**config.mk**
```make
export PLATFORM = sky130hd
export DESIGN_NAME = otter_iobus_fifo_timer
export DESIGN_NICKNAME = d
export VERILOG_FILES = /design/src/rtl/otter_iobus_pkg.sv /design/src/rtl/iobus_fifo.sv /design/src/rtl/otter_iobus_fifo_timer.sv
export SDC_FILE = /design/constraint.sdc
export NUM_CORES = 1
export LEC_CHECK = 0
export ABC_CLOCK_PERIOD_IN_PS = 12750
export BUFFER_PORTS_ARGS = -buffer_cell sky130_fd_sc_hd__buf_2
export CAP_MARGIN = 0
export CELL_PAD_IN_SITES_DETAIL_PLACEMENT = 0
export CELL_PAD_IN_SITES_GLOBAL_PLACEMENT = 2
export CORE_AREA = 2 2 158 160
export DETAILED_ROUTE_END_ITERATION = 7
export DIE_AREA = 0 0 160 162
export MAX_ROUTING_LAYER = met4
export PLACE_DENSITY_LB_ADDON = 0.05
export SYNTH_ARGS = -nofsm -noshare
export SYNTH_HDL_FRONTEND = slang
export SYNTH_SLANG_ARGS = --single-unit
```
**constraint.sdc**
```tcl
create_clock -name CLK -period 12.75 [get_ports CLK]
set_input_delay 0.6375 -clock CLK [delete_from_list [all_inputs] [get_ports CLK]]
set_output_delay 0.6375 -clock CLK [all_outputs]
set_load 0.02 [all_outputs]
```
**src/rtl/otter_iobus_pkg.sv**
```systemverilog
// Shared constants, register selector and address decode for the OTTER I/O-bus FIFO/timer block.
package otter_iobus_pkg;

    localparam logic [31:0] OFF_DATA   = 32'h0000_0000;
    localparam logic [31:0] OFF_POP    = 32'h0000_0004;
    localparam logic [31:0] OFF_STATUS = 32'h0000_0008;
    localparam logic [31:0] OFF_TIMER  = 32'h0000_000C;
    localparam logic [31:0] OFF_CTRL   = 32'h0000_0010;

    localparam int ST_EMPTY     = 0;
    localparam int ST_FULL      = 1;
    localparam int ST_OVF       = 2;
    localparam int ST_TPEND     = 3;
    localparam int ST_COUNT_LSB = 8;

    localparam int CTRL_FIFO_IE     = 0;
    localparam int CTRL_TIMER_IE    = 1;
    localparam int CTRL_AUTO_RELOAD = 2;

    typedef enum logic [2:0] {
        SEL_DATA,
        SEL_POP,
        SEL_STATUS,
        SEL_TIMER,
        SEL_CTRL,
        SEL_NONE
    } reg_sel_t;

    // Exact-match decode: misaligned or out-of-block addresses select nothing.
    function automatic reg_sel_t decode_addr(input logic [31:0] addr, input logic [31:0] base);
        logic [31:0] off;
        off = addr - base;
        case (off)
            OFF_DATA:   return SEL_DATA;
            OFF_POP:    return SEL_POP;
            OFF_STATUS: return SEL_STATUS;
            OFF_TIMER:  return SEL_TIMER;
            OFF_CTRL:   return SEL_CTRL;
            default:    return SEL_NONE;
        endcase
    endfunction

endpackage

```
**src/rtl/iobus_fifo.sv**
```systemverilog
// Circular word FIFO with occupancy count; head reads as zero while empty.
module iobus_fifo #(
    parameter int DEPTH = 8
) (
    input  logic                       clk,
    input  logic                       rst,
    input  logic                       push,
    input  logic                       pop,
    input  logic [31:0]                din,
    output logic [31:0]                head,
    output logic [$clog2(DEPTH):0]     count,
    output logic                       full,
    output logic                       empty
);
    localparam int AW = $clog2(DEPTH);
    localparam int CW = AW + 1;

    logic [31:0]   mem [DEPTH];
    logic [AW-1:0] wr_ptr;
    logic [AW-1:0] rd_ptr;
    logic          do_push;
    logic          do_pop;

    assign full    = (count == CW'(DEPTH));
    assign empty   = (count == '0);
    assign do_push = push && !full;
    assign do_pop  = pop && !empty;
    assign head    = empty ? 32'h0 : mem[rd_ptr];

    // Storage is never reset; an empty FIFO hides stale entries.
    always_ff @(posedge clk) begin
        if (do_push) begin
            mem[wr_ptr] <= din;
        end
    end

    always_ff @(posedge clk) begin
        if (rst) begin
            wr_ptr <= '0;
            rd_ptr <= '0;
            count  <= '0;
        end else begin
            if (do_push) begin
                wr_ptr <= wr_ptr + AW'(1);
            end
            if (do_pop) begin
                rd_ptr <= rd_ptr + AW'(1);
            end
            case ({do_push, do_pop})
                2'b10:   count <= count + CW'(1);
                2'b01:   count <= count - CW'(1);
                default: count <= count;
            endcase
        end
    end

endmodule

```
**src/rtl/otter_iobus_fifo_timer.sv**
```systemverilog
// Memory-mapped FIFO plus optional countdown timer on the OTTER I/O bus.
// Timer, TIMER register, tpend and CTRL[2:1] exist only with OTTER_IOBUS_TIMER_EN defined.
module otter_iobus_fifo_timer
    import otter_iobus_pkg::*;
#(
    parameter logic [31:0] BASE_ADDR = 32'h1100_0100,
    parameter int          DEPTH     = 8
) (
    input  logic        CLK,
    input  logic        RST,
    input  logic [31:0] IOBUS_ADDR,
    input  logic [31:0] IOBUS_OUT,
    input  logic        IOBUS_WR,
    output logic [31:0] IOBUS_IN,
    output logic        INTR
);
    reg_sel_t                sel;
    logic                    wr_data;
    logic                    wr_pop;
    logic                    wr_status;
    logic                    wr_timer;
    logic                    wr_ctrl;
    logic [31:0]             head;
    logic [$clog2(DEPTH):0]  count;
    logic                    full;
    logic                    empty;
    logic                    ovf;
    logic                    tpend;
    logic [31:0]             counter;
    logic [2:0]              ctrl;
    logic [2:0]              ctrl_mask;
    logic [31:0]             status;
    logic [31:0]             rdata;

    assign sel       = decode_addr(IOBUS_ADDR, BASE_ADDR);
    assign wr_data   = IOBUS_WR && (sel == SEL_DATA);
    assign wr_pop    = IOBUS_WR && (sel == SEL_POP);
    assign wr_status = IOBUS_WR && (sel == SEL_STATUS);
    assign wr_timer  = IOBUS_WR && (sel == SEL_TIMER);
    assign wr_ctrl   = IOBUS_WR && (sel == SEL_CTRL);

    iobus_fifo #(.DEPTH(DEPTH)) u_fifo (
        .clk   (CLK),
        .rst   (RST),
        .push  (wr_data),
        .pop   (wr_pop),
        .din   (IOBUS_OUT),
        .head  (head),
        .count (count),
        .full  (full),
        .empty (empty)
    );

    always_ff @(posedge CLK) begin
        if (RST) begin
            ovf <= 1'b0;
        end else if (wr_data && full) begin
            ovf <= 1'b1;
        end else if (wr_status && IOBUS_OUT[ST_OVF]) begin
            ovf <= 1'b0;
        end
    end

`ifdef OTTER_IOBUS_TIMER_EN
    logic [31:0] reload;

    assign ctrl_mask = 3'b111;

    // A TIMER write takes priority over an expiry in the same cycle.
    always_ff @(posedge CLK) begin
        if (RST) begin
            counter <= '0;
            reload  <= '0;
            tpend   <= 1'b0;
        end else if (wr_timer) begin
            counter <= IOBUS_OUT;
            reload  <= IOBUS_OUT;
            tpend   <= 1'b0;
        end else begin
            if (counter == 32'd1) begin
                tpend   <= 1'b1;
                counter <= ctrl[CTRL_AUTO_RELOAD] ? reload : 32'h0;
            end else if (counter != 32'h0) begin
                counter <= counter - 32'd1;
            end
            if (wr_status && IOBUS_OUT[ST_TPEND]) begin
                tpend <= 1'b0;
            end
        end
    end
`else
    assign ctrl_mask = 3'b001;
    assign counter   = 32'h0;
    assign tpend     = 1'b0;
`endif

    always_ff @(posedge CLK) begin
        if (RST) begin
            ctrl <= '0;
        end else if (wr_ctrl) begin
            ctrl <= IOBUS_OUT[2:0] & ctrl_mask;
        end
    end

    always_comb begin
        status                  = 32'h0;
        status[ST_COUNT_LSB+:8] = 8'(count);
        status[ST_TPEND]        = tpend;
        status[ST_OVF]          = ovf;
        status[ST_FULL]         = full;
        status[ST_EMPTY]        = empty;
    end

    always_comb begin
        rdata = 32'h0;
        case (sel)
            SEL_DATA:   rdata = head;
            SEL_STATUS: rdata = status;
            SEL_TIMER:  rdata = counter;
            SEL_CTRL:   rdata = {29'h0, ctrl};
            default:    rdata = 32'h0;
        endcase
    end

    always_ff @(posedge CLK) begin
        if (RST) begin
            IOBUS_IN <= 32'h0;
            INTR     <= 1'b0;
        end else begin
            IOBUS_IN <= rdata;
            INTR     <= (ctrl[CTRL_FIFO_IE] && !empty) || (ctrl[CTRL_TIMER_IE] && tpend);
        end
    end

endmodule

```
* Yosys cells after proc, flatten, opt, wreduce, memory -nomap -nowiden
Memory sizes are Yosys's and may differ from the RTL's. A register that Yosys moved wholly into a read port is not among the register bits.
Cells that the tools add are included.
** Word-level totals
- Bits in registers :: 45
- RAM bits :: 256
- Output and inout port bits :: 33
- Bits of input ports :: 67
- Memories :: 1
- Logic and storage cells :: 49
** Memory list
- u_fifo.mem :: words 8, bits a word 32, rd ports 1, clocked after memory_dff 1, write ports 1, RTL line iobus_fifo.sv:18 : logic [31:0] mem [DEPTH];
** Operators by class
- Add/subtract/negate cells :: 5
- Muxes and demuxes :: 10
- Reductions and logical operators :: 16
- Equal/unequal tests :: 10
** Operators by type and width (number)
- 32-bit case mux with 3 select lines :: 1
- 32-bit by 4-bit == test with 1-bit output, second input constant :: 2
- 32-bit by 3-bit == test with 1-bit output, second input constant :: 1
- 32-bit by 5-bit == test with 1-bit output, second input constant :: 1
- 32-bit logical NOT :: 1
- 32-bit two-way mux :: 1
- 32-bit by 29-bit subtractor with 32-bit output, second input constant :: 1
- 3-bit case mux with 5 select lines :: 1
- 1-bit logical AND :: 9
- 4-bit case mux with 2 select lines :: 1
- 3-bit by 1-bit adder with 3-bit output, second input constant :: 2
- 3-bit two-way mux :: 2
- 4-bit by 1-bit adder with 4-bit output, second input constant :: 1
- 4-bit == test, second input constant :: 1
- 4-bit logical NOT :: 1
- 1-bit two-way mux :: 4
- 2-bit nonzero test :: 2
- 4-bit by 1-bit subtractor with 4-bit output, second input constant :: 1
- 3-bit by 1-bit == test with 1-bit output, second input constant :: 1
- 3-bit by 2-bit == test with 1-bit output, second input constant :: 1
- 3-bit == test, second input constant :: 1
- 3-bit logical NOT :: 1
- 2-bit by 1-bit == test with 1-bit output, second input constant :: 1
- 2-bit == test, second input constant :: 1
- 1-bit logical NOT :: 2

* Depth between registers and ports, before layout
- Word-level depth :: 8
- Depth in mapped cells :: 13
- Mapped depth without buffers :: 12

* Hierarchy
From an unflattened synthesis, not the netlist that was laid out.
** Unflattened totals
- Cell total of the unflattened synthesis :: 626
- Area total of the unflattened synthesis :: 11845.1 µm²
** Modules (own cells, without submodules)
- iobus_fifo :: sequential area each 7947.6 µm², cells each 479, instances 1, area each 10393.7 µm²
- otter_iobus_fifo_timer :: sequential area each 700.7 µm², cells each 147, instances 1, area each 1451.4 µm²

* Worst setup path after synthesis
OpenSTA, ideal clock, no wires.
- Kind :: input to register
- From :: in IOBUS_ADDR[14]
- To :: mem u_fifo.mem[2][0] (enable)
- Setup slack :: 6955 ps
- Required time :: 12248 ps
- Cell stages on the path :: 5
- Arrival :: 5293 ps
- Buffers on the path :: 0
- Library setup time :: 502 ps
- Cell sequence :: or4_4 nand4b_4 or3_1 a211oi_2 nor4bb_1
** Between the ends
- Longest elaborated chain between the ends :: 8
- Elaborated cells on any way between the ends :: 12
- Classes of those cells :: add/sub (1); eq/ne (4); mux (3); reduce/logical (4)
** Ends and longest elaborated chain
- from (decl) :: RTL line otter_iobus_fifo_timer.sv:11 : input logic [31:0] IOBUS_ADDR,
- 32-bit by 29-bit subtractor with 32-bit output (*) :: RTL line otter_iobus_pkg.sv:32 : off = addr - base;
- 32-bit by 5-bit == test with 1-bit output (tied with other cells) :: RTL line otter_iobus_pkg.sv:33 : case (off)
- 3-bit case mux with 5 select lines (*) :: RTL line otter_iobus_pkg.sv:33
- 3-bit logical NOT (*) :: RTL line otter_iobus_fifo_timer.sv:36 : assign wr_data = IOBUS_WR && (sel == SEL_DATA);
- 1-bit logical AND (*) :: RTL line otter_iobus_fifo_timer.sv:36
- 1-bit logical AND (*) :: RTL line iobus_fifo.sv:26 : assign do_push = push && !full;
- 1-bit two-way mux (*) :: RTL line iobus_fifo.sv:32 : if (do_push) begin
- 1-bit two-way mux (implied by the code) (*) :: RTL line iobus_fifo.sv:33 : mem[wr_ptr] <= din;
- to (decl) :: RTL line iobus_fifo.sv:18
Mark *: on every way between the ends. The rest lies on a longest branch, timed or not.

* Final worst setup path
- From :: in IOBUS_ADDR[14]
- To :: reg u_fifo.count[3]
** Between the ends
- Longest elaborated chain between the ends :: 8
- Elaborated cells on any way between the ends :: 17
- Classes of those cells :: add/sub (1); eq/ne (7); mux (2); reduce/logical (7)
** Ends and longest elaborated chain
- 32-bit by 29-bit subtractor with 32-bit output (*) :: RTL line otter_iobus_pkg.sv:32
- 32-bit by 5-bit == test with 1-bit output (tied with other cells) :: RTL line otter_iobus_pkg.sv:33
- 3-bit case mux with 5 select lines (*) :: RTL line otter_iobus_pkg.sv:33
- 3-bit by 1-bit == test with 1-bit output or 3-bit logical NOT (tied branches) :: RTL line otter_iobus_fifo_timer.sv:37, otter_iobus_fifo_timer.sv:36
- 1-bit logical AND, on equally long branches :: RTL line otter_iobus_fifo_timer.sv:37, otter_iobus_fifo_timer.sv:36
- 1-bit logical AND, on equally long branches :: RTL line iobus_fifo.sv:27, iobus_fifo.sv:26
- 2-bit by 1-bit == test with 1-bit output or 2-bit == test (tied branches) :: RTL line iobus_fifo.sv:49 : case ({do_push, do_pop})
- 4-bit case mux with 2 select lines or 2-bit nonzero test (tied branches)
- to (signal assigned) :: RTL line iobus_fifo.sv:50 : 2'b10: count <= count + CW'(1);
- to (signal assigned) :: RTL line iobus_fifo.sv:51 : 2'b01: count <= count - CW'(1);
- to (signal assigned) :: RTL line iobus_fifo.sv:52 : default: count <= count;
- to (decl) :: RTL line iobus_fifo.sv:11 : output logic [$clog2(DEPTH):0] count,
Marked as above.
A chain may end at the register's enable or synchronous reset.

==> results.md <==
- The met1 capacity usage during global routing is 0.245.
- The upper clock frequency limit is 268 MHz.
- The deepest level of the CTS H-tree is 1.
- Yosys mapped a number of flops with a built-in enable equal to 256.
- The final critical-path required period is 3740 ps.
- The sort of element at the end of the critical path is a register.
- Buffers inserted during clock tree synthesis total 31.
- The total standard cell area after synthesis is 11700 um^2.
- The worst hold path begins at IOBUS_OUT[26].
- The number of max-capacitance violations reported is 0.
- After detailed routing, the total wire length is 22500 um.
- Setup violations remaining at the end of the flow were counted as 0.
- The clock-pin transition on the worst setup and hold timing paths is 60 ps.
- The wire length of the first global-routing pass is 35400 um.
- The via count of the first global-routing pass came to 6171.
- Walking the worst path, the cells encountered are buf_2, or4_4, nand4b_4, nand4bb_1, a211oi_2, inv_1, ha_1, ha_1, a21o_1, a21oi_1, xnor2_1, or3_1, a21oi_1.
- The launching point of the worst reg2reg path is u_fifo.count[0].
- For this run, the register share of the synthesized area comes to 0.739.
- The critical path is of the in -> reg type.
- The worst-case IR drop observed on VDD is 110 uV.
- When the netlist entered floorplanning its net count stood at 661.
- The HPWL after detailed placement is 12500 um.
- Power spread over the standard cell area amounts to 145 nW/um^2.
- met2 is the most crowded layer.
- The leading register cell type out of synthesis is sky130_fd_sc_hd__edfxtp_1.
- Counting every sink on the clock net gives 304.
- After detailed routing, the number of remaining DRC violations is 0.
- For this block, the via count after detailed routing is 5822.
- Together, buffers and inverters on the worst path number 2.
- The number of nets still failing antenna checks after routing is 0.
- Counting distinct cell types in the post-synthesis netlist gives 57.
- The final sum of negative setup slack is 0 ps.
- After the first detailed-routing iteration, the DRC count stood at 339.
- The average cell area after synthesis is 19.9 um^2.
- The startpoint of the most critical setup path is IOBUS_ADDR[14].
- From bottom edge to top edge, the die measures 162 um.
- TritonCTS built the clock tree.
- The sort of element at the start of the critical path is a primary input.
- The critical path arrival is 4220 ps.
- The global-route congestion overflow total is 0.
- The core region is 24100 um^2.
- The slew at the pin with the worst max-slew slack is 1080 ps.
- The post-synthesis cell count is 588.
- Of all nets on the critical path, the largest fanout is 9.
- The number of placed I/O pins is 100.
- For this run, the number of Yosys warnings is 0.
- Data on the critical path is required at its endpoint by 13240 ps.
- The cell sitting at the root of the clock tree is a sky130_fd_sc_hd__clkbuf_16.
- The kind of cell with the highest combined delay on the critical path is simple AND/OR/NAND/NOR gates.
- The count of instances resized after the clock tree is built is 0.
- The leakage power of the design is 4.37 nW.
- The die covers 25900 um^2.
- For this run, global-route usage on met2 was measured as 0.302.
- The area growth from synthesis to layout is 15.7%.
- The remaining max-slew budget at the tightest pin is 0.277.
- The final-report hold violation count is 0.
- Dividing the detail-routed via count by the number of cells gives 5.54.
- The overall global routing resource usage is 0.183.
- For this configuration, the core starts out at a cell density of 0.486.
- Fill cells in the final layout number 1903.
- The total chip power is 1.97 mW.
- The number of register bits inferred by synthesis is 304.
- The number of post-CTS setup repair buffers is 0.
- Setup repair after global routing left no endpoint under its margin.
- The number of inserted diodes is 0.
- The largest net degree at the start of global routing is 65.
- Of the cells placed in the final design, the portion with a size suffix greater than 1 is 0.339.
- The tightest min-delay check is of the in -> reg type.
- Input and output buffers added on the ports amount to 99.
- The first detailed-routing pass ran for 5 iterations.
- In this run the horizontal extent of the chip is 160 um.
- The final count of pins violating max slew is 0.
- The worst-case clock skew is 18.8 ps.
- The number of placement rows is 57.
- Of the available clock period, the critical path in the final layout requires 0.293.
- In the final design database the tool counted 774 nets.
- For this run, asynchronously set or reset flops after synthesis account for 0.
- After clock tree synthesis, the flow added hold-fix buffers numbering 0.
- At the end of routability-driven placement, the weighted congestion stood at 0.743.
- The initial antenna violation count is 0.
- In this design, the stage delay of the slowest critical-path cell is 600 ps.
- The clock passes through at most 3 buffers.
- The met3 capacity usage during global routing is 0.0286.
- The clock latency at the later pin of the worst-skew pair is 550 ps.
- Dividing the detail-routed wire length by the instance count gives 21.4 um.
- The master of the slowest instance on the critical path is sky130_fd_sc_hd__nand4bb_1.
- The flow ran to the end, and the final reports show no timing, DRC or antenna violations.
-- worst register-to-register path, stage by stage (launching register included) --
cell	delay (ps)
sky130_fd_sc_hd__dfxtp_1	390
sky130_fd_sc_hd__or4b_2	710
sky130_fd_sc_hd__and3_1	190
sky130_fd_sc_hd__nand3_1	130
sky130_fd_sc_hd__a211oi_2	100
sky130_fd_sc_hd__inv_1	100
sky130_fd_sc_hd__ha_1	190
sky130_fd_sc_hd__ha_1	240
sky130_fd_sc_hd__a21o_1	180
sky130_fd_sc_hd__a21oi_1	190
sky130_fd_sc_hd__xnor2_1	100
sky130_fd_sc_hd__or3_1	310
sky130_fd_sc_hd__a21oi_1	140
-- flip-flops by register name, summed over array words and instances (netlist names), named ones only --
| signal | count |
|---|---|
| ctrl | 1 |
| ovf | 1 |
| u_fifo.wr_ptr | 3 |
| u_fifo.count | 4 |
| IOBUS_IN | 32 |
| u_fifo.mem | 256 |
| INTR | 1 |
| u_fifo.rd_ptr | 3 |
-- path summary, 6_finish.rpt --
check	slack, ps	depth (start not counted)	endpoint
max reg2reg	9710	12	u_fifo.count[3]
min	360	1	u_fifo.mem[2][26]
max	9010	13	u_fifo.count[3]
min reg2reg	490	2	INTR
-- cells in the final DEF, fill, tap and decap left out, types with 4 or more instances in the layout --
cell type and instances:
sky130_fd_sc_hd__edfxtp_1 256, sky130_fd_sc_hd__buf_2 99, sky130_fd_sc_hd__mux4_2 64, sky130_fd_sc_hd__dfxtp_1 45, sky130_fd_sc_hd__nor2_1 44, sky130_fd_sc_hd__clkbuf_16 31
sky130_fd_sc_hd__mux2i_1 28, sky130_fd_sc_hd__mux2_2 10, sky130_fd_sc_hd__a21oi_1 9, sky130_fd_sc_hd__clkinv_1 9, sky130_fd_sc_hd__clkinv_2 8, sky130_fd_sc_hd__nor3_1 6
sky130_fd_sc_hd__a22oi_1 6, sky130_fd_sc_hd__nand2b_1 6, sky130_fd_sc_hd__buf_4 6, sky130_fd_sc_hd__nor4_1 5, sky130_fd_sc_hd__inv_1 5, sky130_fd_sc_hd__nor2b_1 5
sky130_fd_sc_hd__ha_1 5, sky130_fd_sc_hd__clkbuf_1 5, sky130_fd_sc_hd__nor4b_1 4, sky130_fd_sc_hd__or3_1 4
-- cell families (layout without fill, tap and decap cells) --
group	count (synthesis)	in the layout	share of synthesized area
DFF	304	304	0.739
muxes	104	104	0.159
and+or+nand+nor	104	104	0.0522
AOI/OAI and AO/OA	36	36	0.0291
buffers and inverters	30	168	0.0112
adders and majority gates	6	6	0.00706
xor gates and xnor gates	4	4	0.00299
-- cell usage after synthesis (2+ instances only) --
master | n | area share
sky130_fd_sc_hd__edfxtp_1 | 256 | 0.66
sky130_fd_sc_hd__mux2_2 | 10 | 0.0096
sky130_fd_sc_hd__clkbuf_1 | 14 | 0.0045
sky130_fd_sc_hd__or3_1 | 4 | 0.0021
sky130_fd_sc_hd__nand2b_1 | 6 | 0.0032
sky130_fd_sc_hd__o21ai_0 | 3 | 0.0013
sky130_fd_sc_hd__a22oi_1 | 6 | 0.0038
sky130_fd_sc_hd__and4b_1 | 3 | 0.0026
sky130_fd_sc_hd__nand2_1 | 3 | 0.00096
sky130_fd_sc_hd__nor4_1 | 5 | 0.0027
sky130_fd_sc_hd__nor4b_1 | 4 | 0.0030
sky130_fd_sc_hd__o31a_1 | 2 | 0.0015
sky130_fd_sc_hd__nor3_1 | 6 | 0.0026
sky130_fd_sc_hd__ha_1 | 5 | 0.0053
sky130_fd_sc_hd__nand4_1 | 3 | 0.0016
sky130_fd_sc_hd__inv_1 | 5 | 0.0016
sky130_fd_sc_hd__nand3_1 | 3 | 0.0013
sky130_fd_sc_hd__a211oi_2 | 3 | 0.0032
sky130_fd_sc_hd__xor2_1 | 3 | 0.0022
sky130_fd_sc_hd__a2111oi_4 | 2 | 0.0047
sky130_fd_sc_hd__nor2b_1 | 5 | 0.0027
sky130_fd_sc_hd__nor2_1 | 44 | 0.014
sky130_fd_sc_hd__mux4_2 | 64 | 0.12
sky130_fd_sc_hd__and4bb_2 | 2 | 0.0021
sky130_fd_sc_hd__and3b_1 | 2 | 0.0015
sky130_fd_sc_hd__and3_1 | 2 | 0.0011
sky130_fd_sc_hd__mux2i_1 | 28 | 0.024
sky130_fd_sc_hd__buf_2 | 9 | 0.0038
sky130_fd_sc_hd__mux2_1 | 2 | 0.0019
sky130_fd_sc_hd__dfxtp_1 | 48 | 0.082
sky130_fd_sc_hd__a21oi_1 | 9 | 0.0038
sky130_fd_sc_hd__nand3b_1 | 2 | 0.0013
-- power by group --
part | switching (mW) | internal [mW]
clock network | 0.354 | 0.509
logic | 0.0195 | 0.0106
registers | 0.00000000000298 | 1.08
-- through the flow --
stage	cells	utilization	cell area (um^2)	hold slack, ps	setup slack (ps)
after floorplan	588	-	11700	447	6960
after global placement	992	0.521	12600	476	8610
after detailed placement	992	0.521	12600	476	8410
after CTS	1050	0.562	13500	340	8980
after global routing	1050	0.562	13500	344	8730
final	1050	0.562	13500	360	9010
-- cell type report --
type | count | area, um^2 | share of cell area
timing repair buffer | 105 | 541 | 0.0399
sequential | 304 | 8650 | 0.639
clock inverter | 21 | 173 | 0.0127
inverter | 5 | 18.8 | 0.00139
clock buffer | 37 | 808 | 0.0597
multi-input combinational | 254 | 2950 | 0.218
tap | 324 | 405 | 0.0299
-- routing by layer --
| metal | share of wire | vias up |
|---|---|---|
| met2 | 0.50 | 144 |
| met4 | 0.016 | 0 |
| met5 | 0 | - |
| met3 | 0.052 | 33 |
| met1 | 0.44 | 2998 |
| li1 | - | 2647 |
No activity file was read; power rests on OpenSTA's default activity.
